`src/rtl/eic_ahb_slave.sv`:
```
// AHB-Lite responder bridging MIPSfpga+ bus transfers onto the EIC
// register access port: zero-wait word accesses, two-cycle ERROR otherwise.
module eic_ahb_slave #(
  parameter int ADDR_WIDTH = 4,
  parameter int REG_COUNT  = 13,
  parameter int ADDR_LSB   = 2
) (
  input  logic                  CLK,
  input  logic                  RESETn,
  input  logic                  HSEL,
  input  logic [31:0]           HADDR,
  input  logic [1:0]            HTRANS,
  input  logic                  HWRITE,
  input  logic [2:0]            HSIZE,
  input  logic [2:0]            HBURST,
  input  logic [3:0]            HPROT,
  input  logic                  HMASTLOCK,
  input  logic [31:0]           HWDATA,
  input  logic                  HREADY,
  output logic [31:0]           HRDATA,
  output logic                  HREADYOUT,
  output logic                  HRESP,
  output logic [ADDR_WIDTH-1:0] read_addr,
  input  logic [31:0]           read_data,
  output logic [ADDR_WIDTH-1:0] write_addr,
  output logic [31:0]           write_data,
  output logic                  write_enable
);

  localparam int IW = ADDR_LSB + ADDR_WIDTH;
  localparam logic [ADDR_WIDTH:0] REG_LIM = (ADDR_WIDTH+1)'(REG_COUNT);

  typedef enum logic [2:0] {
    S_IDLE,
    S_RD,
    S_WR,
    S_ERR1,
    S_ERR2
  } state_t;

  state_t                state;
  logic [ADDR_WIDTH-1:0] idx_q;
  logic [ADDR_WIDTH-1:0] a_idx;
  logic                  accept;
  logic                  legal;
  logic                  open;
  logic                  unused_ok;

  assign a_idx  = HADDR[IW-1:ADDR_LSB];
  assign accept = HSEL & HREADY & HTRANS[1];
  assign legal  = (HSIZE == 3'b010)
               && (HADDR[ADDR_LSB-1:0] == '0)
               && ({1'b0, a_idx} < REG_LIM);
  // ERR1 stalls the bus and ERR2 sees only a cancelled address phase
  assign open   = (state == S_IDLE) || (state == S_RD) || (state == S_WR);

  always_ff @(posedge CLK or negedge RESETn) begin
    if (!RESETn) begin
      state     <= S_IDLE;
      idx_q     <= '0;
      HREADYOUT <= 1'b1;
      HRESP     <= 1'b0;
    end else begin
      HREADYOUT <= 1'b1;
      HRESP     <= 1'b0;
      unique case (1'b1)
        (state == S_ERR1): begin
          state <= S_ERR2;
          HRESP <= 1'b1;
        end
        (open && accept && !legal): begin
          state     <= S_ERR1;
          HREADYOUT <= 1'b0;
          HRESP     <= 1'b1;
        end
        (open && accept && legal): begin
          state <= HWRITE ? S_WR : S_RD;
          idx_q <= a_idx;
        end
        default: state <= S_IDLE;
      endcase
    end
  end

  assign read_addr    = idx_q;
  assign HRDATA       = (state == S_RD) ? read_data : '0;
  assign write_addr   = idx_q;
  assign write_data   = HWDATA;
  assign write_enable = (state == S_WR);

  assign unused_ok = ^{HBURST, HPROT, HMASTLOCK, HADDR[31:IW], HTRANS[0]};

endmodule

```
`config.mk`:
```
export PLATFORM = sky130hd
export DESIGN_NAME = eic_ahb_slave
export DESIGN_NICKNAME = d
export VERILOG_FILES = /design/src/rtl/eic_ahb_slave.sv
export SDC_FILE = /design/constraint.sdc
export NUM_CORES = 1
export LEC_CHECK = 0
export BUFFER_PORTS_ARGS = -buffer_cell sky130_fd_sc_hd__buf_2
export CORE_MARGIN = 10
export CORE_UTILIZATION = 25
export DETAILED_ROUTE_END_ITERATION = 10
export PLACE_DENSITY_LB_ADDON = 0.3
export RECOVER_POWER = 50
export SYNTH_ARGS = -nofsm -noshare
export SYNTH_HDL_FRONTEND = slang
export SYNTH_SLANG_ARGS = --single-unit
```
`constraint.sdc`:
```
create_clock -name CLK -period 2 [get_ports CLK]
set_input_delay 0.1 -clock CLK [delete_from_list [all_inputs] [get_ports CLK]]
set_output_delay 0.1 -clock CLK [all_outputs]
set_load 0.02 [all_outputs]
```
# Word level (Yosys, flattened, before mapping)
# Cells that the tools add are included.
[classes]
n_div = 0
n_reduce_logical = 11
magnitude_cmp = 1
n_eq_ne = 4
shifts = 0
n_mux = 5
n_addsub = 0
multipliers = 0
bitwise_logic = 2
[op_table]
columns = ["operator", "n"]
rows = [
  ["two-way mux 32 bit", 1],
  ["== test 3 x 2 -> 1 bit (second input constant)", 3],
  ["one-hot mux 3 bit (3 select lines)", 1],
  ["logical AND 1 bit", 5],
  ["< comparator 4 bit (second input constant)", 1],
  ["== test 3 x 1 -> 1 bit (second input constant)", 1],
  ["zero test 3 bit", 1],
  ["bitwise AND 1 bit", 2],
  ["zero test 2 bit", 1],
  ["logical OR 1 bit", 2],
  ["two-way mux 1 bit", 2],
  ["two-way mux 2 bit", 1],
  ["OR reduction 2 bit", 1],
  ["zero test 1 bit", 1],
]
[totals]
memories = 0
register_bits = 9
input_bits = 114
word_cells = 27
ramBits = 0
out_inout_bits = 75
latch_bits = 0
mem_bits_ro = 0

# Logic depth before layout (Yosys ltp)
# Gate-level depths: netlist of the first run.
[depth]
ltp_word = 7
depth_mapped = 4
ltp_nobuf = 4

# Worst setup path before layout of the first run
# Ideal clock, no wire load.
[synth_timing]
path_type = "flip-flop to flip-flop"
from = "register state[2]"
to = "register idx_q[0], in the netlist read_addr[0]"
slack_ns = 0.638
stages_incl_launch_ff = 5
period_less_slack_ns = 1.362
setup_time_ns = 0.125
t_required_ns = 1.875
arrival_ns = 1.237
cell_sequence = "dfrtp_1 nand4b_4 a21o_2 nor2_8 mux2_4"
[synth_via]
elab_chain_len = 5
[synth_lines]
columns = ["item", "line_no", "rtl"]
rows = [
  ["start, declared", "41", "state_t state;"],
  ["start signal, assigned", "77", "state <= HWRITE ? S_WR : S_RD;"],
  ["== test 3 x 1 -> 1 bit or zero test 3 bit (tied branches)", "55", "assign open = (state == S_IDLE) || (state == S_RD) || (state == S_WR);"],
  ["logical OR 1 bit", "55", ""],
  ["logical OR 1 bit *", "55", ""],
  ["logical AND 1 bit * (2 in a row)", "76", "(open && accept && legal): begin"],
  ["end signal, assigned", "78", "idx_q <= a_idx;"],
  ["end, declared", "42", "logic [ADDR_WIDTH-1:0] idx_q;"],
]
# Mark *: on every way between the ends. The rest lies on a longest branch, timed or not.
# A chain may end at the register's enable or synchronous reset.

# Final worst setup path of the first run
[layout_timing]
from = "register state[2]"
to = "output HRDATA[18]"
[layout_via]
elab_chain_len = 2
[layout_lines]
columns = ["item", "line_no", "rtl"]
rows = [
  ["== test 3 x 1 -> 1 bit", "86", "assign HRDATA = (state == S_RD) ? read_data : '0;"],
  ["two-way mux 32 bit", "86", ""],
  ["end, declared", "20", "output logic [31:0] HRDATA,"],
]
# No other way between the ends.

==> impl_metrics.yaml, run 1 <==
sta:
  rsz0062_at_grt: "false"
  hold_violations: 0
  slew_headroom_pct: 68.5
  period_minus_slack_ns: 1.50
  skew_ns: 0.00250
  drv_slew: 0
  fmax_mhz: 667
  tns_ns: 0
  worst_pin_slew_ns: 0.472
  finalSetupViolCount: 0
  min_period_over_period_pct: 74.9
  hold_ws_ns: 0.0767
layout:
  layout-drive-gt1-share_pct: 63.1
  areaGrowthSynthToFinish_pct: 30.2
  layout_common_cells: "buf_2 (84), and2_1 (32), dfrtp_1 (8)"
  fin_nets: 272
  final_cells: 203
  final_common_cell: "buf_2"
  antenna_cells: 0
yosys:
  synth_xor_xnor_area_share_pct: 0
  ys_seq_elements: 9
  synth_top_family_by_area: "simple AND/OR/NAND/NOR gates"
  synth-simple-area-share_pct: 34.0
  synthCells: 101
  synthTopCellsByArea: "buf_4 (29%), and2_1 (22%), dfrtp_1 (22%)"
  synth_cell_types: 18
  synth_largest_area_cell: "buf_4"
  ys_warn_count: 0
  syn_area_per_cell_um2: 9.11
  synth_compound_area_share_pct: 3.81
  seq_area_frac_synth_pct: 24.6
  synth_nets: 215
  synthAdderAreaFrac_pct: 0
  synth_top_area_share_pct: 29.4
  synth_area_um2: 920
  synthMuxAreaShare_pct: 6.53
critical_path:
  max_stage_delay_ns: 0.41
  startpoint_type: "flip-flop"
  critPathSlowestCell: "dfrtp_1"
  path_max_fanout: 32
  cp_data_required_time_ns: 1.90
  path_cells: "nor3b_2 > buf_4 > and2_1 > buf_2"
  rr_endpoint: "read_addr[3]"
  worst_ep_arrival_time_ns: 1.40
  setup.worst_path.end_class: "output pin"
  ff2ff_path_depth: 4
  endpoint: "HRDATA[18]"
  startpoint: "state[2]"
  r2r_setup_slack_ns: 0.57
  path_class: "reg2out"
  worstReg2RegStart: "state[2]"
drt:
  viasPerCell: 4.08
  via_count: 828
  wire_per_inst_um: 16.1
  firstDrtPassIters: 4
  drt-total-wl_um: 3260
  ant_nets: 0
  drc: 0
  drtIter0Drc: 26
die:
  fp.coreArea_mm2: 0.00344
  ios: 189
  die_x_um: 80.7
  die_y_um: 80.7
  dieArea_mm2: 0.00650
  rows: 21
  start_util_pct: 26.7
clocking:
  clk_pin_slew_worst_paths_ns: 0.04
  cts.sinks: 9
  ctsResizeCount: 0
  cts_buffers: 3
  cts_tree: "done"
  cts-root-buf: "clkbuf_8"
  post_cts_buffers: 0
  cts-hold-fix-buffers: 1
  htree_levels: 1
  clk_latency_ns: 0.23
  cts_buffer_depth: 2
power:
  ir_drop_v: 0.000192
  leakage_nw: 0.762
  p_per_area_mw_per_mm2: 471
global_routing:
  grt_overflow: 0
  grt_pass1_wl_um: 4490
  antenna_found_initial: 0
  grt_max_degree: 33
  grt_pass1_vias: 910
  track_usage_pct: 8.63
min_path:
  min_path_type: "in2reg"
  holdPathStages: 2
placed_design:
  io_buffer_count: 89
  placed_cells_incl_taps: 198
  routabilityCongestion: 0.777
  dp_hpwl_um: 2940
status:
  outcome: "complete, no violations"
flow_run:
  maxCapViolations: 0
==> power by group <==
part | switching, W | internal [W] | total (W)
registers | 0.00000739 | 0.000193 | 0.000200
clock network | 0.0000626 | 0.000138 | 0.000201
logic | 0.0000881 | 0.0000743 | 0.000162
==> per-layer routing <==
| metal | share of wire [%] | track usage, % | vias to the layer above |
|---|---|---|---|
| li1 | - | - | 392 |
| met2 | 55 | 17.4 | 53 |
| met5 | 0 | 0 | - |
| met4 | 2.6 | 3.46 | 0 |
| met1 | 28 | 6.56 | 359 |
| met3 | 15 | 4.45 | 24 |
==> worst min-delay path by stage <==
stage / start / endpoint / slack [ns]
6_report: HWRITE / state[0] / 0.08
5_1_grt: HWRITE / state[0] / 0.08
4_1_cts: HWRITE / state[0] / 0.08
3_5_place_dp: RESETn / HRESP / -0.04
3_3_place_gp: RESETn / read_addr[3] / -0.04
2_1_floorplan: RESETn / HRESP / -0.20
==> synth_stat cells (all sizes together) <==
library cell	count
nand4	1
o211ai	1
and3b	1
nand4b	1
buf	36
a21o	2
nand2	1
nor2	5
a21oi	2
inv	1
dfstp	1
dfrtp	8
clkbuf	3
and2	32
mux2	4
nor3b	2
==> kinds of logic after synthesis <==
kind of cell / Yosys count
AO/OA/AOI/OAI: 5
buffers and inverters: 40
multiplexers: 4
AND/OR/NAND/NOR: 43
flip-flops: 9
==> area by class of cell <==
type	count	area [um2]
timing repair buffer	91	457
sequential	9	226
tap	46	57.6
inverter	1	3.75
clock buffer	4	45.0
fill	361	2240
multi-input combinational	52	408
==> flip-flops by register name, summed over array words and instances, names as in the netlist <==
register / cells
read_addr: 4
state: 3
HREADYOUT: 1
HRESP: 1
==> critical path, delay by kind of cell, from the launching register on <==
kind	cells	cell delay, ns
buf+inv	2	0.41
flops	1	0.41
simple gates	2	0.34
==> metrics by stage <==
stage | util, % | cell area, um2 | worst slack [ns] | power [W]
2_1_floorplan | - | 920 | 0.638 | 0.000382
4_1_cts | 35.0 | 1200 | 0.467 | 0.000577
3_5_place_dp | 33.4 | 1150 | 0.560 | 0.000369
5_1_grt | 34.8 | 1200 | 0.378 | 0.000598
6_report | 34.8 | 1200 | 0.502 | 0.000563
3_3_place_gp | 33.4 | 1150 | 0.577 | 0.000366
Note: power is estimated with default switching activity, not from simulation.
==> inputs of run 2 (changes only) <==
ABC_AREA = 1   (was not set)
CORE_UTILIZATION = 23   (was 25)
clock period = 1.3 ns   (was 2 ns; I/O delays follow)
==> run 2 against run 1 <==
The flow now finishes with violations (setup timing). Largest power group unchanged. Sequential share of layout area shrank 2.3 points. Core utilization shrank 0.79 points. Critical path depth is 1 higher. Register-to-register slack got worse by 0.38 ns. Sequential cell count stayed put. Largest cell class unchanged. Clock skew is 0.0012 ns lower. Clock power grew 55%. Via count is 17% higher. Wire length shrank 5.4%. Critical path type unchanged. Global-route usage decreased by 0.90 points. Synthesized cell count increased by 50%. Combinational power rose by 82%. Critical endpoint is now HRDATA[8].
==> impl_metrics.yaml, run 2 <==
status:
  outcome: "finished, violations left"
  violations: "setup timing"
yosys:
  ys_seq_elements: 9
  synth_cell_types: 15
  seq_area_frac_synth_pct: 23.9
  syn_area_per_cell_um2: 6.24
  synth_largest_area_cell: "buf_4"
  synth_top_area_share_pct: 28.5
  synthCells: 152
  synth_common_cells: "inv_1 (37), nor2_1 (37), buf_4 (36), nand2_1 (15), dfrtp_1 (8)"
  synth_area_um2: 948
  synthArstFlopShare_pct: 100
  synth_nets: 266
  synth_edf_count: 0
  yosys_most_used_dff: "dfrtp_1"
  ys_warn_count: 0
  synthTopCellsByArea: "buf_4 (28%), dfrtp_1 (21%), inv_1 (15%)"
drt:
  ant_nets: 0
  via_count: 968
  drtIter0Drc: 6
  wire_per_inst_um: 11.9
  drc: 0
  firstDrtPassIters: 2
  viasPerCell: 3.75
  drt-total-wl_um: 3080
global_routing:
  grt_pass1_vias: 1033
  antenna_found_initial: 0
  grt_overflow: 0
  grt_max_degree: 33
  grt_pass1_wl_um: 4700
  track_usage_pct: 7.74
sta:
  drv_slew: 0
  slew_headroom_pct: 86.9
  final.setup.worst_slack_ns: -0.0385
  min_period_over_period_pct: 103
  hold_violations: 0
  skew_ns: 0.00132
  finalSetupViolCount: 23
  fmax_mhz: 747
  period_minus_slack_ns: 1.34
  tns_ns: -0.191
  rsz0062_at_grt: "true"
  hold_ws_ns: 0.0292
  worst_pin_slew_ns: 0.197
critical_path:
  r2r_setup_slack_ns: 0.19
  path_max_fanout: 32
  rr_endpoint: "read_addr[3]"
  setup.worst_path.end_class: "output pin"
  ff2ff_path_depth: 6
  startpoint_type: "flip-flop"
  worstReg2RegStart: "state[0]"
  cp_data_required_time_ns: 1.24
  worst_ep_arrival_time_ns: 1.27
  path_class: "reg2out"
layout:
  fin_nets: 323
  multiInputGateArea_um2: 309
  final_common_cell: "buf_2"
  antenna_cells: 0
  layout_common_cells: "buf_2 (57), inv_1 (37), nor2_1 (31)"
  stdcell_area_mm2: 0.00136
  fill_cells: 449
  areaGrowthSynthToFinish_pct: 43.4
  largest_reg_flops: 4
  layout-drive-gt1-share_pct: 52.4
  seqCellArea_um2: 226
clocking:
  htree_levels: 1
  clk_latency_ns: 0.23
  cts_buffer_depth: 2
  cts-root-buf: "clkbuf_8"
  clk_pin_slew_worst_paths_ns: 0.04
  post_cts_buffers: 0
  cts_tree: "done"
  cts.sinks: 9
  cts_buffers: 3
power:
  leakage_nw: 0.924
  ir_drop_v: 0.000427
  p_per_area_mw_per_mm2: 672
min_path:
  hp-start: "HWRITE"
  min_to: "state[0]"
  min_path_type: "in2reg"
  holdPathStages: 2
die:
  dieArea_mm2: 0.00709
  fp.coreArea_mm2: 0.00400
  ios: 189
  start_util_pct: 23.7
  die_y_um: 84.2
  die_x_um: 84.2
  rows: 23
placed_design:
  dp_hpwl_um: 2590
  placed_area_mm2: 0.00119
  routabilityCongestion: 0.693
  place_ws_ns: 0.177
  io_buffer_count: 89
flow_run:
  maxCapViolations: 0
[run 2: cell count changes in the layout (fill, tap and decap cells not counted), moves of 2 or more]
cell	before	now
inv_1	1	37
and2_1	32	0
buf_2	84	57
nor2_1	4	31
buf_4	1	27
nand2_1	1	15
nor2_2	0	9
buf_6	0	5
clkbuf_1	6	1
mux2_4	4	0
nand3_1	0	4
a21o_2	2	0
o21ai_2	0	2
[run 2: metrics by stage]
stage	util (%)	total power, W	std cells
3_3_place_gp	29.8	0.000583	253
3_5_place_dp	29.8	0.000586	253
6_report	34.0	0.000915	258
4_1_cts	33.2	0.000926	258
2_1_floorplan	-	0.000603	152
5_1_grt	34.0	0.000984	258
[run 2: cell families after synthesis]
family	after synthesis	synth area share, %
compound gates	4	2.90
buf+inv	77	45.1
flops	9	23.9
simple gates	62	28.1
[run 2: report_power, final]
part	switching, W	internal (W)	total [W]
logic	0.000165	0.000130	0.000295
registers	0.00000974	0.000298	0.000307
clock network	0.0000992	0.000213	0.000312
[run 2: per-layer routing]
layer | global-route usage [%] | part of all wire [%]
met1 | 7.40 | 34
met4 | 3.04 | 1.3
met5 | 0 | 0
met3 | 4.64 | 13
met2 | 13.3 | 52
[run 2: area by class of cell]
| type | instances | area share, % |
|---|---|---|
| inverter | 38 | 10.5 |
| tap | 50 | 4.60 |
| multi-input combinational | 66 | 22.7 |
| sequential | 9 | 16.7 |
| timing repair buffer | 91 | 42.2 |
| clock buffer | 4 | 3.31 |
[run 2: worst max path at each step]
stage,to,slack (ns),depth (start not counted),from
3_5_place_dp,read_addr[3],0.18,6,state[0]
5_1_grt,HRDATA[14],-0.12,5,state[2]
4_1_cts,HRDATA[1],-0.04,5,state[2]
6_report,HRDATA[8],-0.04,5,state[2]
3_3_place_gp,HRDATA[30],0.21,5,state[2]
2_1_floorplan,HRDATA[0],0.22,4,state[2]
[run 2: timing repair]
item | CTS | global route
resized for setup | 32 | 11
endpoints found under the hold margin | 9 | 0
setup endpoints to repair | 32 | 32
hold buffers | 1 | 0
[run 2: critical path, stage by stage, from the launching register on]
cell and delay [ns]:
dfrtp_1 0.39, nor2_1 0.11, nand2_1 0.09, buf_12 0.17, nor2_1 0.12, buf_4 0.16
==> inputs of run 3 (changes only) <==
PLACE_DENSITY = 0.79   (was not set)
PLACE_DENSITY_LB_ADDON = not set   (was 0.3)
==> run 3 against run 2 <==
The flow still finishes with violations (setup timing). Wire length increased by 1.6%. Sequential share of layout area increased by 0.19 points. Die area unchanged. Fmax increased by 2.2%. Non-clock buffer count increased by 1. Design area decreased by 1.1%. First-iteration DRC count increased by 67%. Cell count increased by 0.39%. Sequential cell count unchanged. Critical path depth unchanged. Combinational power about the same. Via count increased by 0.41%.
==> impl_metrics.yaml, run 3 (synthesis results as in run 2) <==
die:
  rows: 23
  dieArea_mm2: 0.00709
  fp.coreArea_mm2: 0.00400
  die_x_um: 84.2
  ios: 189
  start_util_pct: 23.7
  die_y_um: 84.2
flow_run:
  maxCapViolations: 0
clocking:
  cts_tree: "done"
  post_cts_buffers: 0
  cts.sinks: 9
  clk_pin_slew_worst_paths_ns: 0.04
  htree_levels: 1
  cts_buffers: 3
  clk_latency_ns: 0.23
  cts-root-buf: "clkbuf_8"
  cts_buffer_depth: 2
critical_path:
  path_max_fanout: 18
  setup.worst_path.end_class: "output pin"
  max_stage_delay_ns: 0.39
  worst_ep_arrival_time_ns: 1.25
  cp_data_required_time_ns: 1.24
  path_cells: "nor2_2 > nand2_2 > buf_8 > nor2_1 > buf_4"
  crit_buf_inv: 2
  startpoint_type: "flip-flop"
  crit_family: "flip-flops"
  critPathSlowestCell: "dfrtp_1"
  path_class: "reg2out"
global_routing:
  met1_usage_pct: 7.90
  grt_pass1_wl_um: 5110
  track_usage_pct: 8.41
  met2_usage_pct: 14.4
  grt_max_degree: 19
  grt_pass1_vias: 1094
  met3_usage_pct: 5.41
  busiest_layer: "met2"
  antenna_found_initial: 0
  grt_overflow: 0
sta:
  drv_slew: 0
  hold_violations: 0
  worst_pin_slew_ns: 0.201
  hold_ws_ns: 0.0223
  fmax_mhz: 763
  slew_headroom_pct: 86.6
  period_minus_slack_ns: 1.31
  final.setup.worst_slack_ns: -0.0101
  rsz0062_at_grt: "true"
  min_period_over_period_pct: 101
  skew_ns: 0.00121
  finalSetupViolCount: 1
layout:
  layout_common_cells: "buf_2 (57), inv_1 (37), nor2_1 (33)"
  largest_reg_flops: 4
  utilization_pct: 33.6
  seqCellArea_um2: 226
  fin_nets: 324
  final_common_cell: "buf_2"
  antenna_cells: 0
  areaGrowthSynthToFinish_pct: 41.8
  multiInputGateArea_um2: 307
  layout-drive-gt1-share_pct: 52.2
  fill_cells: 435
drt:
  viasPerCell: 3.75
  drc: 0
  drt-total-wl_um: 3130
  ant_nets: 0
  via_count: 972
  firstDrtPassIters: 5
  wire_per_inst_um: 12.1
  drtIter0Drc: 10
placed_design:
  dp_hpwl_um: 2670
  routabilityCongestion: 0.709
  io_buffer_count: 89
power:
  leakage_nw: 0.925
  p_per_area_mw_per_mm2: 689
  finalPower_w: 0.000926
  ir_drop_v: 0.000394
status:
  violations: "setup timing"
  outcome: "finished, violations left"
min_path:
  min_path_type: "in2reg"
==> run 3: cell types whose count changed in the layout (fill, tap and decap cells not counted) <==
cell	delta
buf_12	-1
buf_6	-4
nand2_1	-1
nand2_2	+1
buf_8	+1
nor2_1	+2
buf_4	+5
nor2_2	-2
==> run 3: through the flow <==
| stage | TNS (ns) | setup slack [ns] | cell area, um2 | instances |
|---|---|---|---|---|
| after CTS | -0.612 | -0.0370 | 1330 | 259 |
| after floorplan | 0 | 0.221 | 948 | 152 |
| after global routing | -2.42 | -0.0951 | 1350 | 259 |
| after global placement | 0 | 0.214 | 1190 | 254 |
| final | -0.0101 | -0.0101 | 1350 | 259 |
| after detailed placement | 0 | 0.182 | 1190 | 254 |
==> run 3: path summary, 6_finish.rpt <==
path,end,cells after the start,slack (ns),from
max,HRDATA[20],5,-0.01,state[2]
min,state[0],2,0.02,HWRITE
max reg2reg,read_addr[3],6,0.16,state[0]
min reg2reg,read_addr[0],2,0.49,read_addr[0]
max in group asynchronous,HREADYOUT,2,0.84,RESETn
min in group asynchronous,read_addr[0],2,0.21,RESETn
==> run 3: layout make-up <==
class,count,share of cell area [%]
Tap cell,50,4.65
Inverter,38,10.6
Sequential cell,9,16.8
Multi-Input combinational cell,66,22.8
Clock buffer,4,3.35
Timing Repair Buffer,92,41.8
==> run 3: layer usage <==
layer | share of wire [%] | routed length (um) | up-vias
li1 | - | - | 504
met1 | 35 | 1090 | 405
met2 | 51 | 1610 | 61
met3 | 13 | 419 | 2
met4 | 0.42 | 13 | 0
met5 | 0 | 0 | -
==> run 3: power breakdown <==
part	total (W)	internal, W	switching [W]
combinational	0.000296	0.000129	0.000167
clock	0.000323	0.000214	0.000109
sequential	0.000308	0.000297	0.0000103
==> run 3: what timing repair did <==
action	4_1_cts	5_1_grt
endpoints found under the hold margin	9	0
gates resized for setup	33	7
setup endpoints to repair	32	32
hold buffers	1	0
pin swaps	0	0
